$ cat src/rtl/ship_pkg.sv
// Shared screen constants and motion controller state encoding for the spaceship
// display path (ship_motion_ctrl, sprite renderer).
package ship_pkg;

  localparam int H_RES        = 640;
  localparam int V_RES        = 480;
  localparam int SCREEN_CORDW = 16;

  typedef enum logic [1:0] {
    IDLE,
    CALC,
    MOVE
  } state_t;

endpackage

$ cat src/rtl/ship_motion_ctrl_tilt_filter.sv
// 4-tap moving average over accepted tilt samples; avg is combinational from the
// registered taps, so a sample is visible one cycle after its strobe.
module tilt_filter #(
  parameter int TILT_W = 16
) (
  input  logic                     clk_pix,
  input  logic                     rst,
  input  logic                     tilt_valid,
  input  logic signed [TILT_W-1:0] tilt_x,
  output logic signed [TILT_W-1:0] avg,
  output logic                     avg_valid
);

  logic signed [TILT_W-1:0] taps [4];
  logic signed [TILT_W+1:0] sum;

  always_ff @(posedge clk_pix) begin
    if (rst) begin
      for (int i = 0; i < 4; i++) taps[i] <= '0;
      avg_valid <= 1'b0;
    end else begin
      avg_valid <= tilt_valid;
      if (tilt_valid) begin
        taps[0] <= tilt_x;
        for (int i = 1; i < 4; i++) taps[i] <= taps[i-1];
      end
    end
  end

  always_comb begin
    sum = '0;
    for (int i = 0; i < 4; i++) sum = sum + (TILT_W+2)'(taps[i]);
  end

  // Sum of four taps divided by four always fits back into TILT_W bits.
  assign avg = TILT_W'(sum >>> 2);

endmodule

$ cat src/rtl/ship_motion_ctrl.sv
// Tilt-driven spaceship X position: filtered, speed-limited, edge-clamped, one update per frame.
// Optional deadzone compiled in with SHIP_MOTION_DEADZONE_EN.
//
// state | meaning
// IDLE  | waiting for an enabled frame pulse
// CALC  | latch saturated velocity from the filtered tilt
// MOVE  | apply velocity to sprite_x with wall clamping, pulse pos_update
module ship_motion_ctrl
  import ship_pkg::state_t, ship_pkg::IDLE, ship_pkg::CALC, ship_pkg::MOVE;
#(
  parameter int H_RES        = ship_pkg::H_RES,
  parameter int SCREEN_CORDW = ship_pkg::SCREEN_CORDW,
  parameter int SHIP_PIX_W   = 34,
  parameter int SHIP_Y       = 300,
  parameter int TILT_W       = 16,
  parameter int TILT_SHIFT   = 5,
  parameter int MAX_SPEED    = 8,
  parameter int DEADZONE     = 2
) (
  input  logic                    clk_pix,
  input  logic                    rst,
  input  logic                    en,
  input  logic                    frame,
  input  logic                    tilt_valid,
  input  logic signed [TILT_W-1:0] tilt_x,
  output logic [SCREEN_CORDW-1:0] sprite_x,
  output logic [SCREEN_CORDW-1:0] sprite_y,
  output logic signed [7:0]       velocity,
  output logic                    pos_update
);

  localparam logic signed [TILT_W-1:0]     MAX_V = TILT_W'(MAX_SPEED);
  localparam logic signed [SCREEN_CORDW:0] X_MAX = (SCREEN_CORDW+1)'(H_RES - SHIP_PIX_W);
  localparam logic [SCREEN_CORDW-1:0]      X_RST = SCREEN_CORDW'((H_RES - SHIP_PIX_W) / 2);

  state_t state, state_next;
  logic   load_vel, load_pos;

  logic signed [TILT_W-1:0]       avg, v_raw, v_sat, v_fin;
  logic signed [7:0]              vel_next;
  logic signed [SCREEN_CORDW:0]   nx;
  logic [SCREEN_CORDW-1:0]        x_next;
  logic                           unused_avg_valid;

  tilt_filter #(.TILT_W(TILT_W)) u_filter (
    .clk_pix    (clk_pix),
    .rst        (rst),
    .tilt_valid (tilt_valid),
    .tilt_x     (tilt_x),
    .avg        (avg),
    .avg_valid  (unused_avg_valid)
  );

  always_comb begin
    v_raw = avg >>> TILT_SHIFT;
    if (v_raw > MAX_V)       v_sat = MAX_V;
    else if (v_raw < -MAX_V) v_sat = -MAX_V;
    else                     v_sat = v_raw;
`ifdef SHIP_MOTION_DEADZONE_EN
    // A level board still reports small noise; do not let it creep the ship.
    if (v_sat <= TILT_W'(DEADZONE) && v_sat >= -TILT_W'(DEADZONE)) v_fin = '0;
    else                                                          v_fin = v_sat;
`else
    v_fin = v_sat;
`endif
    vel_next = 8'(v_fin);
  end

  always_comb begin
    nx = $signed({1'b0, sprite_x}) + (SCREEN_CORDW+1)'(velocity);
    if (nx < 0)          x_next = '0;
    else if (nx > X_MAX) x_next = X_MAX[SCREEN_CORDW-1:0];
    else                 x_next = nx[SCREEN_CORDW-1:0];
  end

  always_comb begin
    state_next = state;
    load_vel   = 1'b0;
    load_pos   = 1'b0;
    case (state)
      IDLE: if (frame && en) state_next = CALC;
      CALC: begin
        load_vel   = 1'b1;
        state_next = MOVE;
      end
      MOVE: begin
        load_pos   = 1'b1;
        state_next = IDLE;
      end
      default: state_next = IDLE;
    endcase
  end

  always_ff @(posedge clk_pix) begin
    if (rst) begin
      state      <= IDLE;
      sprite_x   <= X_RST;
      velocity   <= '0;
      pos_update <= 1'b0;
    end else begin
      state      <= state_next;
      pos_update <= load_pos;
      if (load_vel) velocity <= vel_next;
      if (load_pos) sprite_x <= x_next;
    end
  end

  assign sprite_y = SCREEN_CORDW'(SHIP_Y);

endmodule

$ cat config.mk
export PLATFORM = sky130hd
export DESIGN_NAME = ship_motion_ctrl
export DESIGN_NICKNAME = d
export VERILOG_FILES = /design/src/rtl/ship_pkg.sv /design/src/rtl/ship_motion_ctrl_tilt_filter.sv /design/src/rtl/ship_motion_ctrl.sv
export SDC_FILE = /design/constraint.sdc
export NUM_CORES = 1
export LEC_CHECK = 0
export CELL_PAD_IN_SITES_DETAIL_PLACEMENT = 0
export CELL_PAD_IN_SITES_GLOBAL_PLACEMENT = 2
export CORE_MARGIN = 2
export CORE_UTILIZATION = 37
export DETAILED_ROUTE_END_ITERATION = 6
export GPL_ROUTABILITY_DRIVEN = 0
export GPL_TIMING_DRIVEN = 0
export PLACE_DENSITY_LB_ADDON = 0.1
export SYNTH_ARGS = -nofsm -noshare
export SYNTH_HDL_FRONTEND = slang
export SYNTH_SLANG_ARGS = --single-unit
$ cat constraint.sdc
create_clock -name clk_pix -period 4.2 [get_ports clk_pix]
set_input_delay 0.63 -clock clk_pix [delete_from_list [all_inputs] [get_ports clk_pix]]
set_output_delay 0.63 -clock clk_pix [all_outputs]
set_load 0.01 [all_outputs]
# After elaboration in Yosys (flattened, before gate mapping)
# Memory sizes are Yosys's and may differ from the RTL's.
# Index checks and enable logic that the tools add are counted.
# word_totals
regBits	27
mem_bits_rw	64
in_bits	21
out_inout_bits	41
elab_cells	39
memories	1
# classes
add_sub_neg	4
order_cmp	4
n_eq_ne	3
n_mux	17
bitwise_logic	4
reduce_logical	2
# memory_table
memory	depth	width	rd	rd_ports_with_merged_regs	wr	line_no	rtl
u_filter.taps	4	16	4	0	4	ship_motion_ctrl_tilt_filter.sv:14	logic signed [TILT_W-1:0] taps [4];
# ops
operator	n
$mux 16	6
$add 17x16->18	1
$add 18x16->18	1
$add 16x16->17	1
$add 17x8->17	1
$gt 17x11->1 const B	1
$lt 17x1->1 const B	1
$mux 8	2
$gt 11x5->1 const B	1
$lt 11x4->1 const B	1
$mux 1	7
$or 1x1->1	4
$pmux 2 s2	1
$eq 2x1->1 const B	1
$eq 2x2->1 const B	1
$logic_not 2->1	1
$mux 2	1
$ne 2x2->1 const B	1
$logic_and 1x1->1	1

# Longest topological paths before layout
# An unclocked memory read counts as a cell.
# logic_depth
ltp_word	7
depth_mapped	14
mapped_depth_nobuf	13

# Hierarchy
# Synthesis repeated with hierarchy kept, for this count alone.
# hier_totals
hier_cells	644
area_unflattened_um2	6374.9
# by_module_without_submodules
module	instances	cells_each	area_each_um2	seq_area_each_um2
tilt_filter	1	380	4222.8	1941.9
ship_motion_ctrl	1	264	2152.1	540.5

# Worst setup path after synthesis
# No wires, ideal clock.
# synth_path
kind	register to register
startpoint	memory u_filter.taps[3][12]
endpoint	register velocity[0]
setup_ps	120
arrival_time_ps	3754
required_time_ps	4080
slack_ps	326
stages_incl_launch_ff	15
path_buffers	1
period_less_slack_ps	3874
cell_sequence	edfxtp_1 -> inv_1 -> fa_1 -> inv_1 -> fa_1 -> ha_1 -> buf_6 -> a211oi_2 -> nor2_1 -> or4_1 -> o221a_1 -> or3_1 -> and2_4 -> and4b_4 -> o31a_1
# synth_rtl
item	line_no	rtl
start, declared	ship_motion_ctrl_tilt_filter.sv:14	
end signal, assigned	ship_motion_ctrl.sv:103	if (load_vel) velocity <= vel_next;
end, declared	ship_motion_ctrl.sv:28	output logic signed [7:0] velocity,

==> results.ini <==
[synth]
yosys-mux-area-fraction_pct=0.163
yosysSeqAreaShare_pct=40.2
yosys_most_used_dff=edfxtp_1
ys_ff_latch=91
yosys.area.top_type=edfxtp_1
synth_compound_area_share_pct=13.0
synth-async-reset-ratio_pct=0
syn-instance-count=623
synth.distinct_cells=64
synthAdderAreaFrac_pct=17.1
yosys-top-cells-area=edfxtp_1 31%, fa_1 11%, dfxtp_1 8.8%
synth.avg_cell_area_sq_um=9.84
yosys_warnings=0
syn_area_sq_um=6130
synth-simple-area-share_pct=17.3
yosys.area.top_type_share_pct=31.3
synth_edf_count=64
synth_top_family_by_area=simple AND/OR/NAND/NOR gates
synth_xor_area_share_pct=2.43

[global_route]
grt_start_max_net_pins=65
globalRoute.totalOverflow=0
grt_util_all_layers_pct=15.6
grt_pass1_vias=4434
antenna_found_initial=0
grt_pass1_wl_um=21900

[setup_path]
critical_path_class=flop to flop
cp_slowest_cell=fa_1
cpPeakStageDelay_ns=0.53
worstPathCellList=inv_1 > fa_1 > inv_1 > fa_1 > ha_1 > buf_6 > a211oi_4 > nor2_1 > or4_1 > o221a_4 > or3_1 > and2_4 > and4b_4 > o31a_1
r2r-end=velocity[1]
cpLargestDelayFamily=simple AND/OR/NAND/NOR gates
arrival_ns=4.28
r2r_start=u_filter.taps[3][12]
endpoint_kind=flop
reg2reg_depth=14
critPathRequiredTime_ns=4.44
cp.buffers_inverters=3
worstSetupStartpointType=flop
path_max_fanout=10
rrSetupSlack_ns=0.15

[sta]
fin_crit_ns=4.05
hold_viol=0
setup_viol_count_final=0
rsz0062_at_grt=false
fmax_mhz=247
period_share_pct=96.4
worstMarginPinSlew_ns=0.919
tns_ns=0
slew_viol_final=0
skew_ns=0.0120
slew-limit-headroom_pct=38.7

[die]
row_count=47
die_y_um=133
die_area_sq_um=17600
ios=62
core_sq_um=16400
die_w_um=133
start_util_pct=37.4

[clocking]
ctsHoldBuffers=0
cts_root_buf=clkbuf_16
post_cts_buffers=0
insertion_delay_ns=0.35
clk_pin_slew_ns=0.07
clk_path_buf_depth=2
cts_tree=done
cts_resized=0
cts.sinks=91
h-tree-depth=3
cts_made_buffers=9

[power_and_ir_drop]
max-vdd-ir-drop_mv=0.227
p_leak_nw=3.04
p_per_area_nw_per_um2=379

[layout]
fillers=1591
fin_util_pct=44.3
drive_gt1_share_pct=8.33
fin_cells=916
num_antenna_cells=0
syn_to_final_growth_pct=18.5
nets=776

[min_path]
min-delay-start=state[0]
holdPathEnd=state[0]
holdPathStages=1
min_path_type=flop to flop

[route]
routed_via_density=4.76
wl_um=12800
wire_per_inst_um=14.0
drt_pass1_iterations=4
route.vias.total=4356
final_antenna_net_count=0
drtIter0Drc=193
post-route-drc-count=0

[status]
outcome=finished, final reports clean

[placed_design]
post-dp-hpwl_um=9650
numPortBuffers=45
dp_cells=902

[job]
drv_cap=0

-- metal layers --
layer	track usage [%]	wire length [um]	part of all wire [%]	vias to the layer above
met1	20.6	6050	47	2072
li1	-	-	-	2210
met4	3.76	125	0.98	0
met5	0	0	0	-
met3	3.07	408	3.2	7
met2	26.5	6230	49	67
-- placed cells by master, fill, tap and decap left out, types with 6 or more instances in the layout --
master	n
xnor2_1	10
nand2b_1	6
clkbuf_1	17
xor2_1	7
nor2_1	31
fa_1	33
dfxtp_1	27
o211ai_1	7
nor2b_1	6
o21a_1	8
and2_1	74
ha_1	31
nand3_1	7
clkbuf_16	9
a21oi_1	33
buf_4	16
nand2_1	23
conb_1	16
o21ai_0	25
edfxtp_1	64
inv_1	102
clkdlybuf4s50_1	45
-- cell usage after synthesis (all sizes together) (2+ instances only) --
master and count:
inv 104, and2 75, edfxtp 64, a21oi 35, fa 33, ha 31, nor2 31, dfxtp 27
o21ai 26, nand2 24, buf 18, clkbuf 18, xnor2 10, o21a 8, nand3 7, o211ai 7
xor2 7, a211oi 6, nand2b 6, nor2b 6, a21o 5, nand4 5, nor3 5, nor3b 5
o31a 5, a221oi 4, a31oi 4, a31o 3, and3 3, o22ai 3, or2 3, a21boi 2
a221o 2, and2b 2, conb 2, nand4b 2, nor4 2, o21bai 2, o221a 2, or4b 2
-- per-stage QoR --
step | hold WS (ns) | cell area [sq um] | total power (W) | setup WS, ns
floorplan | 0.425 | 6180 | 0.00167 | 0.326
global placement | 0.440 | 6910 | 0.00186 | 0.124
detailed placement | 0.450 | 6910 | 0.00187 | 0.0928
CTS | 0.459 | 7230 | 0.00277 | 0.0816
global route | 0.491 | 7270 | 0.00294 | 0.00143
finish | 0.457 | 7270 | 0.00275 | 0.151
-- area by class of cell --
class	count	area, sq um	area share, %
Sequential cell	91	2460	33.9
Tap cell	220	275	3.79
Inverter	104	390	5.37
Clock inverter	6	88.8	1.22
Multi-Input combinational cell	406	3170	43.7
Buffer	34	196	2.70
Clock buffer	10	229	3.15
Timing Repair Buffer	45	450	6.20
-- sequential cells by signal, summed over array words and instances, names as in the netlist --
signal,count
sprite_x,16
velocity,8
state,2
pos_update,1
u_filter.taps,64
-- how the worst max path moves through the flow --
| stage | startpoint | depth (start not counted) | slack, ns | end |
|---|---|---|---|---|
| CTS | u_filter.taps[2][8] | 14 | 0.08 | velocity[0] |
| finish | u_filter.taps[3][12] | 14 | 0.15 | velocity[1] |
| detailed placement | u_filter.taps[2][8] | 14 | 0.09 | velocity[0] |
| floorplan | u_filter.taps[3][12] | 14 | 0.33 | velocity[0] |
| global route | u_filter.taps[3][12] | 14 | 0.001 | velocity[1] |
| global placement | u_filter.taps[2][9] | 14 | 0.12 | velocity[0] |
-- logic make-up (layout without fill, tap and decap cells) --
kind of cell | after synthesis | count (layout)
AOI/OAI and AO/OA | 122 | 122
xor gates and xnor gates | 17 | 17
adders and majority gates | 64 | 64
buffers and inverters | 140 | 199
DFF | 91 | 91
muxes | 1 | 1
other | 2 | 16
and+or+nand+nor | 186 | 186
-- power by group --
group          total, W  leakage [nW]  switching, W  internal [W]
registers       0.00104         0.923     0.0000270       0.00101
clock network  0.000877         0.149      0.000354      0.000523
logic          0.000835          1.97      0.000479      0.000356
Note: power is estimated with default switching activity, not from simulation.
